==> config.mk <==
export PLATFORM = sky130hd
export DESIGN_NAME = sipo_rx_ctrl
export DESIGN_NICKNAME = d
export VERILOG_FILES = /design/src/rtl/sipo_rx_pkg.sv /design/src/rtl/sipo_shift_en.sv /design/src/rtl/sipo_rx_ctrl.sv
export SDC_FILE = /design/constraint.sdc
export NUM_CORES = 1
export LEC_CHECK = 0
export ABC_AREA = 1
export CAP_MARGIN = 20
export CORE_MARGIN = 4
export CORE_UTILIZATION = 41
export DETAILED_ROUTE_END_ITERATION = 10
export PLACE_DENSITY_LB_ADDON = 0.1
export SYNTH_ARGS = -nofsm -noshare
export SYNTH_HDL_FRONTEND = slang
export SYNTH_SLANG_ARGS = --single-unit
export TNS_END_PERCENT = 100
==> constraint.sdc <==
create_clock -name clk -period 1.21 [get_ports clk]
set_clock_uncertainty 0.2 [all_clocks]
set_input_delay 0.1815 -clock clk [delete_from_list [all_inputs] [get_ports clk]]
set_output_delay 0.1815 -clock clk [all_outputs]
set_load 0.05 [all_outputs]
==> src/rtl/sipo_rx_pkg.sv <==
// Shared types and helpers for the serial-in/parallel-out receive controller.
// Optional parity stage is selected with macro SIPO_RX_PARITY_CHECK_EN.
package sipo_rx_pkg;

  typedef enum logic [1:0] {
    IDLE   = 2'b00,
    SHIFT  = 2'b01,
    PARITY = 2'b10
  } state_e;

  // Bits needed to count 0..w inclusive.
  function automatic int unsigned cnt_width(input int unsigned w);
    return $clog2(w + 1);
  endfunction

endpackage

==> src/rtl/sipo_shift_en.sv <==
// WIDTH-bit left shift register with shift enable and synchronous clear.
// New bits enter at the LSB, so the first bit shifted in ends up in the MSB.
module sipo_shift_en
  import sipo_rx_pkg::*;
#(
  parameter int unsigned WIDTH = 4
) (
  input  logic             clk,
  input  logic             rst_n,
  input  logic             clr,
  input  logic             en,
  input  logic             d,
  output logic [WIDTH-1:0] q
);

  logic [WIDTH-1:0] q_q;
  logic [WIDTH-1:0] q_d;

  // Next shifter value: clear wins over shift.
  always_comb begin
    q_d = q_q;
    if (clr) begin
      q_d = '0;
    end else if (en) begin
      q_d = {q_q[WIDTH-2:0], d};
    end
  end

  // Shifter register.
  always_ff @(posedge clk or negedge rst_n) begin
    if (!rst_n) begin
      q_q <= '0;
    end else begin
      q_q <= q_d;
    end
  end

  assign q = q_q;

endmodule

==> src/rtl/sipo_rx_ctrl.sv <==
// Frame controller for a serial-in/parallel-out datapath: gates the shifter
// per bit strobe, counts WIDTH bits, hands the word to a double-buffered
// output register with valid/ready, and flags dropped words as overrun.
// Macro SIPO_RX_PARITY_CHECK_EN adds a trailing parity bit per frame.
module sipo_rx_ctrl
  import sipo_rx_pkg::*;
#(
  parameter int unsigned WIDTH      = 4,
  parameter bit          ODD_PARITY = 1'b0
) (
  input  logic             clk,
  input  logic             rst,
  input  logic             start,
  input  logic             ser_valid,
  input  logic             ser_in,
  output logic [WIDTH-1:0] out_data,
  output logic             out_valid,
  input  logic             out_ready,
  output logic             busy,
  output logic             overrun,
  input  logic             ovr_clr,
  output logic             parity_err
);

  localparam int unsigned CNT_W = cnt_width(WIDTH);

  state_e             state_q, state_d;
  logic [CNT_W-1:0]   cnt_q, cnt_d;
  logic [WIDTH-1:0]   out_data_q, out_data_d;
  logic               out_valid_q, out_valid_d;
  logic               overrun_q, overrun_d;
  logic               parity_err_q, parity_err_d;

  logic [WIDTH-1:0]   sr_q;
  logic               sr_clr;
  logic               sr_en;
  logic               last_bit;
  logic               complete;
  logic [WIDTH-1:0]   word_in;
  logic               perr_in;

  sipo_shift_en #(
    .WIDTH (WIDTH)
  ) u_shift (
    .clk   (clk),
    .rst_n (rst),
    .clr   (sr_clr),
    .en    (sr_en),
    .d     (ser_in),
    .q     (sr_q)
  );

  assign last_bit = (cnt_q == CNT_W'(WIDTH - 1));

  // FSM state register.
  always_ff @(posedge clk or negedge rst) begin
    if (!rst) begin
      state_q <= IDLE;
    end else begin
      state_q <= state_d;
    end
  end

  // FSM next state: start aborts/restarts from any state.
  always_comb begin
    state_d = state_q;
    unique case (state_q)
      IDLE: begin
        if (start) state_d = SHIFT;
      end
      SHIFT: begin
        if (start) begin
          state_d = SHIFT;
        end else if (ser_valid && last_bit) begin
`ifdef SIPO_RX_PARITY_CHECK_EN
          state_d = PARITY;
`else
          state_d = IDLE;
`endif
        end
      end
      PARITY: begin
        if (start) begin
          state_d = SHIFT;
        end else if (ser_valid) begin
          state_d = IDLE;
        end
      end
      default: state_d = IDLE;
    endcase
  end

  // FSM outputs: shifter control, frame completion and the offered word.
  always_comb begin
    busy     = (state_q != IDLE);
    sr_clr   = start;
    sr_en    = (state_q == SHIFT) && ser_valid && !start;
`ifdef SIPO_RX_PARITY_CHECK_EN
    complete = (state_q == PARITY) && ser_valid && !start;
    word_in  = sr_q;
    perr_in  = ((^sr_q) ^ ser_in) != ODD_PARITY;
`else
    complete = sr_en && last_bit;
    word_in  = {sr_q[WIDTH-2:0], ser_in};
    perr_in  = 1'b0;
`endif
  end

`ifndef SIPO_RX_PARITY_CHECK_EN
  // Without the parity stage the shifter MSB and parity sense are not needed.
  logic unused_bits;
  assign unused_bits = ODD_PARITY ^ sr_q[WIDTH-1];
`endif

  // Bit counter, output buffer and sticky overrun flag.
  always_comb begin
    cnt_d        = cnt_q;
    out_data_d   = out_data_q;
    out_valid_d  = out_valid_q;
    parity_err_d = parity_err_q;
    overrun_d    = overrun_q;

    if (start) begin
      cnt_d = '0;
    end else if (sr_en) begin
      cnt_d = cnt_q + CNT_W'(1);
    end

    if (ovr_clr) begin
      overrun_d = 1'b0;
    end

    if (complete) begin
      if (!out_valid_q || out_ready) begin
        out_data_d   = word_in;
        parity_err_d = perr_in;
        out_valid_d  = 1'b1;
      end else begin
        overrun_d = 1'b1;
      end
    end else if (out_valid_q && out_ready) begin
      out_valid_d = 1'b0;
    end
  end

  // Datapath registers.
  always_ff @(posedge clk or negedge rst) begin
    if (!rst) begin
      cnt_q        <= '0;
      out_data_q   <= '0;
      out_valid_q  <= 1'b0;
      parity_err_q <= 1'b0;
      overrun_q    <= 1'b0;
    end else begin
      cnt_q        <= cnt_d;
      out_data_q   <= out_data_d;
      out_valid_q  <= out_valid_d;
      parity_err_q <= parity_err_d;
      overrun_q    <= overrun_d;
    end
  end

  assign out_data   = out_data_q;
  assign out_valid  = out_valid_q;
  assign overrun    = overrun_q;
  assign parity_err = parity_err_q;

endmodule

* Word level (Yosys, flattened, before mapping)
Index checks and enable logic that the tools add are counted.
** Cells by class
- Divide/modulo/power cells :: 0
- Order comparisons :: 0
- $mul :: 0
- Muxes and demuxes :: 16
- Shifts and indexed selects :: 0
- Bitwise operators :: 0
- Reduce and logical (&&, ||, !) cells :: 15
- Equal/unequal tests :: 7
- $add $sub $neg :: 1
** Operators with widths (number)
- two-way mux 3 bit :: 4
- two-way mux 2 bit :: 5
- two-way mux 1 bit :: 6
- inequality test 3 bit (second input constant) :: 2
- one-hot mux 2 bit (3 select lines) :: 1
- nonzero test 2 bit :: 3
- logical AND 1 bit :: 5
- AND reduction 2 bit :: 2
- adder 3 x 1 -> 3 bit (second input constant) :: 1
- == test 3 x 2 -> 1 bit (second input constant) :: 1
- AND reduction 3 bit :: 1
- == test 2 x 1 -> 1 bit (second input constant) :: 1
- == test 2 bit (second input constant) :: 1
- zero test 1 bit :: 2
- zero test 2 bit :: 1
- inequality test 2 x 1 -> 1 bit (second input constant) :: 1
- inequality test 2 bit (second input constant) :: 1
- logical OR 1 bit :: 1
** Word-level totals
- Input port bits :: 7
- Register bits after elaboration :: 14
- Word-level logic and storage cells :: 45
- Output and inout bits :: 8
- Memories kept :: 0
- ROM bits :: 0
- Memory bits (writable) :: 0
- Bits in latches :: 0

* Depth between registers and ports, before layout
- Depth after elaboration :: 6
- Depth in mapped cells :: 7
- Gate-level depth less buffers :: 7

* Cells and area by module
Synthesis repeated with hierarchy kept, for this count alone.
** Second synthesis, totals
- Cell total of the unflattened synthesis :: 65
- Area, all modules :: 629.4 um^2
** Modules (own cells, without submodules)
- sipo_rx_ctrl :: area each 469.2 um^2, cells an instance 47, instances 1, seq. area each 250.2 um^2
- sipo_shift_en :: area each 160.2 um^2, cells an instance 18, instances 1, seq. area each 100.1 um^2

* Worst setup path before layout
OpenSTA, ideal clock, no wires.
- Kind :: register -> register
- Start :: reg state_q[0]
- End :: reg out_data_q[0] (netlist: out_data[0])
- Arrival time :: 1.161 ns
- Path buffers :: 0
- Setup slack :: -0.270 ns
- Data required time :: 0.891 ns
- Setup time :: 0.119 ns
- Clock period less this slack :: 1.480 ns
- Cell stages (with the launch flop) :: 6
- Cell sequence :: dfrtp_1 > nand2_2 > inv_2 > nand3_2 > nand2_1 > nand2_1
** On the way
- Word-level cells in the longest chain between the ends :: 5
** Ends and longest elaborated chain
- from (decl) :: line sipo_rx_ctrl.sv:27 : state_e state_q, state_d;
- from (signal assigned) :: line sipo_rx_ctrl.sv:60 : state_q <= state_d;
- == test 2 x 1 -> 1 bit :: line sipo_rx_ctrl.sv:97 : sr_en = (state_q == SHIFT) && ser_valid && !start;
- logical AND 1 bit (2 in a row) :: line sipo_rx_ctrl.sv:97
- logical AND 1 bit :: line sipo_rx_ctrl.sv:103 : complete = sr_en && last_bit;
- AND reduction 2 bit (no line)
- to (signal assigned) :: line sipo_rx_ctrl.sv:156 : out_data_q <= out_data_d;
- to (decl) :: line sipo_rx_ctrl.sv:29 : logic [WIDTH-1:0] out_data_q, out_data_d;
No other way between the ends.
A chain may end at the register's enable or synchronous reset.

* Final worst setup path
- Start :: reg cnt_q[0]
- End :: reg state_q[0]
** On the way
- Word-level cells in the longest chain between the ends :: 4
** Ends and longest elaborated chain
- from (decl) :: line sipo_rx_ctrl.sv:28 : logic [CNT_W-1:0] cnt_q, cnt_d;
- from (signal assigned) :: line sipo_rx_ctrl.sv:155 : cnt_q <= cnt_d;
- == test 3 x 2 -> 1 bit :: line sipo_rx_ctrl.sv:53 : assign last_bit = (cnt_q == CNT_W'(WIDTH - 1));
- logical AND 1 bit :: line sipo_rx_ctrl.sv:74 : end else if (ser_valid && last_bit) begin
- inequality test 3 bit (no line)
- AND reduction 3 bit (no line)
No other way between the ends.

==> metrics.log <==
INFO  metric run_status = complete, but fails checks
INFO  metric failed_checks = setup timing
INFO  metric grt_setup_unrepaired = yes
INFO  metric clock_buffer_count_from_cts = 3
INFO  metric synth_largest_area_cell = sky130_fd_sc_hd__dfrtp_1
INFO  metric report.final.slew_viol_count = 0
INFO  metric multiInputGateArea = between 200 and 300 µm²
INFO  metric n_antenna_cell = 0
INFO  metric insertion_delay = 280 ps
INFO  metric yosys-top-cells-area = sky130_fd_sc_hd__dfrtp_1, sky130_fd_sc_hd__nand2_1, sky130_fd_sc_hd__nand3_1
INFO  metric routed_via_density = 4.73
INFO  metric start_util = between 40% and 50%
INFO  metric floorplan.die_area = between 2000 and 2500 µm²
INFO  metric initial_antenna_violation_count = 0
INFO  metric critical_path_arrival = 1400 ps
INFO  metric swShare = about 28%
INFO  metric ir_drop = 0.591 mV
INFO  metric synthFlopType = sky130_fd_sc_hd__dfrtp_1
INFO  metric finalSetupViolations = 14
INFO  metric clock_power_share = 29.0%
INFO  metric setup.worst_path.class = reg2reg
INFO  metric detailroute.wirelength.met2 = between 500 and 600 µm
INFO  metric m1WireLength = 538 µm
INFO  metric syn_inst_count = between 60 and 70
INFO  metric routed_wire_length = approximately 1200 µm
INFO  metric share_of_power_burned_in_registers = between 50% and 60%
INFO  metric total_switching_power = about 270 µW
INFO  metric worstPathRequired = 1220 ps
INFO  metric pre_cts_ws = -266 ps
INFO  metric synth_top_area_share = 54.9%
INFO  metric post_drt_wl_per_cell = between 10 and 15 µm
INFO  metric startpoint_type = register
INFO  metric num-nets-final = 100
INFO  metric leakage_component_of_the_power = 0.000461 µW
INFO  metric dp.final_hpwl = 846 µm
INFO  metric route.vias.total = 497
INFO  metric cts.reportedPaths.clkPinSlew = ~80 ps
INFO  metric htree_levels = 1
INFO  metric cap_viol_max_count = 0
INFO  metric layout-area-overhead-vs-synth = 62.4%
INFO  metric period_minus_slack = 1390 ps
INFO  metric initialDrtViolationCount = 15
INFO  metric met3RoutedLength = 71 µm
INFO  metric fp-row-count = 13
INFO  metric placement.io_buffers = 13
INFO  metric min-delay-path-class = in2async
INFO  metric finalHoldViolCount = 0
INFO  metric grt.overflow.total = 0
INFO  metric groute.usage.overall = around 13%
INFO  metric syn-cell-area = approximately 590 µm²
INFO  metric num-fill-cells = 100
INFO  metric layout-drive-gt1-share = approximately two fifths
INFO  metric overall_die_width = 46.0 µm
INFO  metric worstSetupEndpointType = register
INFO  metric cts_root_buffer = sky130_fd_sc_hd__clkbuf_4
INFO  metric async_reset_ff_share = 100%
INFO  metric post-route-util = about 72%
INFO  metric grt_pass1_wl = about 1900 µm
INFO  metric finalSetupTns = -1250 ps
INFO  metric seq_total_area_yosys = around 55%
INFO  metric number_of_enable_type_register_cells_in_the_synthesized_netlist = 0
INFO  metric gp_weighted_congestion = about 0.80
INFO  metric pin_count_of_the_biggest_net_entering_global_routing = 14
INFO  metric ant_nets = 0
INFO  metric layout_worst_path_cycle_share = 115%
INFO  metric clockBufferDepth = 2
INFO  metric synthTopCellsByCount = sky130_fd_sc_hd__nand2_1, sky130_fd_sc_hd__dfrtp_1, sky130_fd_sc_hd__nand3_1
INFO  metric clock_sinks = 13
INFO  metric maxUsedRoutingLayer = met4
INFO  metric power_report.internal_total = a little under 700 µW
INFO  metric dr.pass1.iters = 5
INFO  metric reg2reg_depth = 6
INFO  metric share_comb_of_total_power = 20.9%
INFO  metric clock.fmax = between 700 and 800 MHz
INFO  metric fp.coreArea = 1330 µm²
INFO  metric synth-seq-cells = 13
INFO  metric cts_tree = yes
INFO  metric die_height = about 46 µm
INFO  metric yosysUniqueCellTypes = 19
INFO  metric ff_latch_area = about 330 µm²
INFO  metric mappedNetlistNets = 73
INFO  metric postLayoutSetupSlackWorst = -179 ps
INFO  metric crit_path_max_fanout = 3
INFO  metric detail_route.drc_violations = 0
INFO  metric power.density = between 900 and 1000 nW/µm²
INFO  metric post-synth-top-count-cell = sky130_fd_sc_hd__nand2_1
INFO  metric first_global_vias = between 400 and 500
INFO  metric yosysWarnings = 0
INFO  metric post_synth.cell_area_avg = around 9 µm²
INFO  metric ios = 15
-- cell type report --
type / instances / share of cell area (%)
well taps: 15 / 1.95
repair buffers: 23 / 29.1
flip-flops and latches: 13 / 34.0
inverters: 7 / 2.99
multi-input cells: 43 / 29.2
clock buffers: 4 / 2.73
-- power by group through the flow --
stage | clock network [µW] | logic [µW] | registers [µW]
global placement | 0 | 168 | 480
global route | 304 | 212 | 477
floorplan | 0 | 53.3 | 508
detailed placement | 0 | 172 | 480
CTS | 278 | 178 | 471
finish | 274 | 197 | 473
-- metal layers --
metal  up-vias  GRT usage, %
met5         -             0
met4         0          8.52
met3         2          2.37
met2        13          20.3
met1       226          15.7
li1        256             -
-- worst paths after layout --
| path | to | slack (ps) | start |
|---|---|---|---|
| max reg2reg | state_q[0] | -180 | cnt_q[0] |
| min | out_data[3] | 2 | rst |
| max in group asynchronous | state_q[0] | 640 | rst |
| min in group clk | u_shift.q[2] | 120 | ser_valid |
| min reg2reg | out_data[1] | 310 | u_shift.q[0] |
| max | state_q[0] | -180 | cnt_q[0] |
-- stage by stage --
stage | power (µW) | hold WS (ps) | area, µm² | cells
6_report | 945 | 2.44 | 963 | 105
5_1_grt | 993 | 11.2 | 963 | 105
4_1_cts | 927 | 5.23 | 896 | 100
3_5_place_dp | 652 | 278 | 855 | 94
3_3_place_gp | 648 | 277 | 855 | 94
2_1_floorplan | 561 | -314 | 621 | 64
-- flip-flops by register name, summed over array words and instances (netlist names) --
name,count
u_shift.q,3
overrun,1
out_valid,1
cnt_q,3
out_data,4
state_q,1
-- placed cells by master (no fill, tap or decap) --
cell type                         synthesis  final
sky130_fd_sc_hd__nor2_1                   3      3
sky130_fd_sc_hd__dlygate4sd3_1            0      1
sky130_fd_sc_hd__nand3_4                  0      1
sky130_fd_sc_hd__clkbuf_4                 0      3
sky130_fd_sc_hd__clkdlybuf4s50_1          0      5
sky130_fd_sc_hd__o21bai_1                 1      1
sky130_fd_sc_hd__dlymetal6s2s_1           0      1
sky130_fd_sc_hd__nand2_4                  0      1
sky130_fd_sc_hd__a21oi_2                  0      1
sky130_fd_sc_hd__buf_12                   0      7
sky130_fd_sc_hd__nand3_1                  8      8
sky130_fd_sc_hd__dfrtp_2                  0      2
sky130_fd_sc_hd__nor2_4                   1      2
sky130_fd_sc_hd__mux2i_1                  1      1
sky130_fd_sc_hd__buf_4                    1      9
sky130_fd_sc_hd__o21ai_1                  2      1
sky130_fd_sc_hd__dfrtp_1                 13     11
sky130_fd_sc_hd__nand2_1                 17     17
sky130_fd_sc_hd__inv_2                    2      2
sky130_fd_sc_hd__inv_4                    1      1
sky130_fd_sc_hd__ha_4                     0      2
sky130_fd_sc_hd__conb_1                   1      1
sky130_fd_sc_hd__inv_1                    4      4
sky130_fd_sc_hd__o21ai_2                  1      2
sky130_fd_sc_hd__clkbuf_1                 0      1
sky130_fd_sc_hd__nand2_2                  3      2
-- cell families (layout without fill, tap and decap cells) --
logic type      Yosys count  in the layout  share of synthesized area, %
simple gates             34             34                          27.2
buf+inv                   8             34                          6.12
fa+ha+maj                 2              2                          4.22
flops                    13             13                          54.9
other cells               1              1                         0.632
compound gates            5              5                          5.27
mux                       1              1                          1.69
-- what timing repair did --
| item | in CTS | in global routing |
|---|---|---|
| pin swaps | 3 | 2 |
| resized for setup | 0 | 5 |
| setup endpoints to repair | 15 | 15 |
| setup buffers | 2 | 4 |
| endpoints found under the hold margin | 0 | 1 |
| hold buffers | 0 | 1 |
-- worst max-delay path, cell delays in order, from the launching register on --
cell,delay (ps)
sky130_fd_sc_hd__dfrtp_1,410
sky130_fd_sc_hd__ha_4,180
sky130_fd_sc_hd__ha_4,160
sky130_fd_sc_hd__inv_2,60
sky130_fd_sc_hd__nor2_4,40
sky130_fd_sc_hd__buf_4,140
sky130_fd_sc_hd__a21oi_2,120
Power figures use the tool's default switching activity.
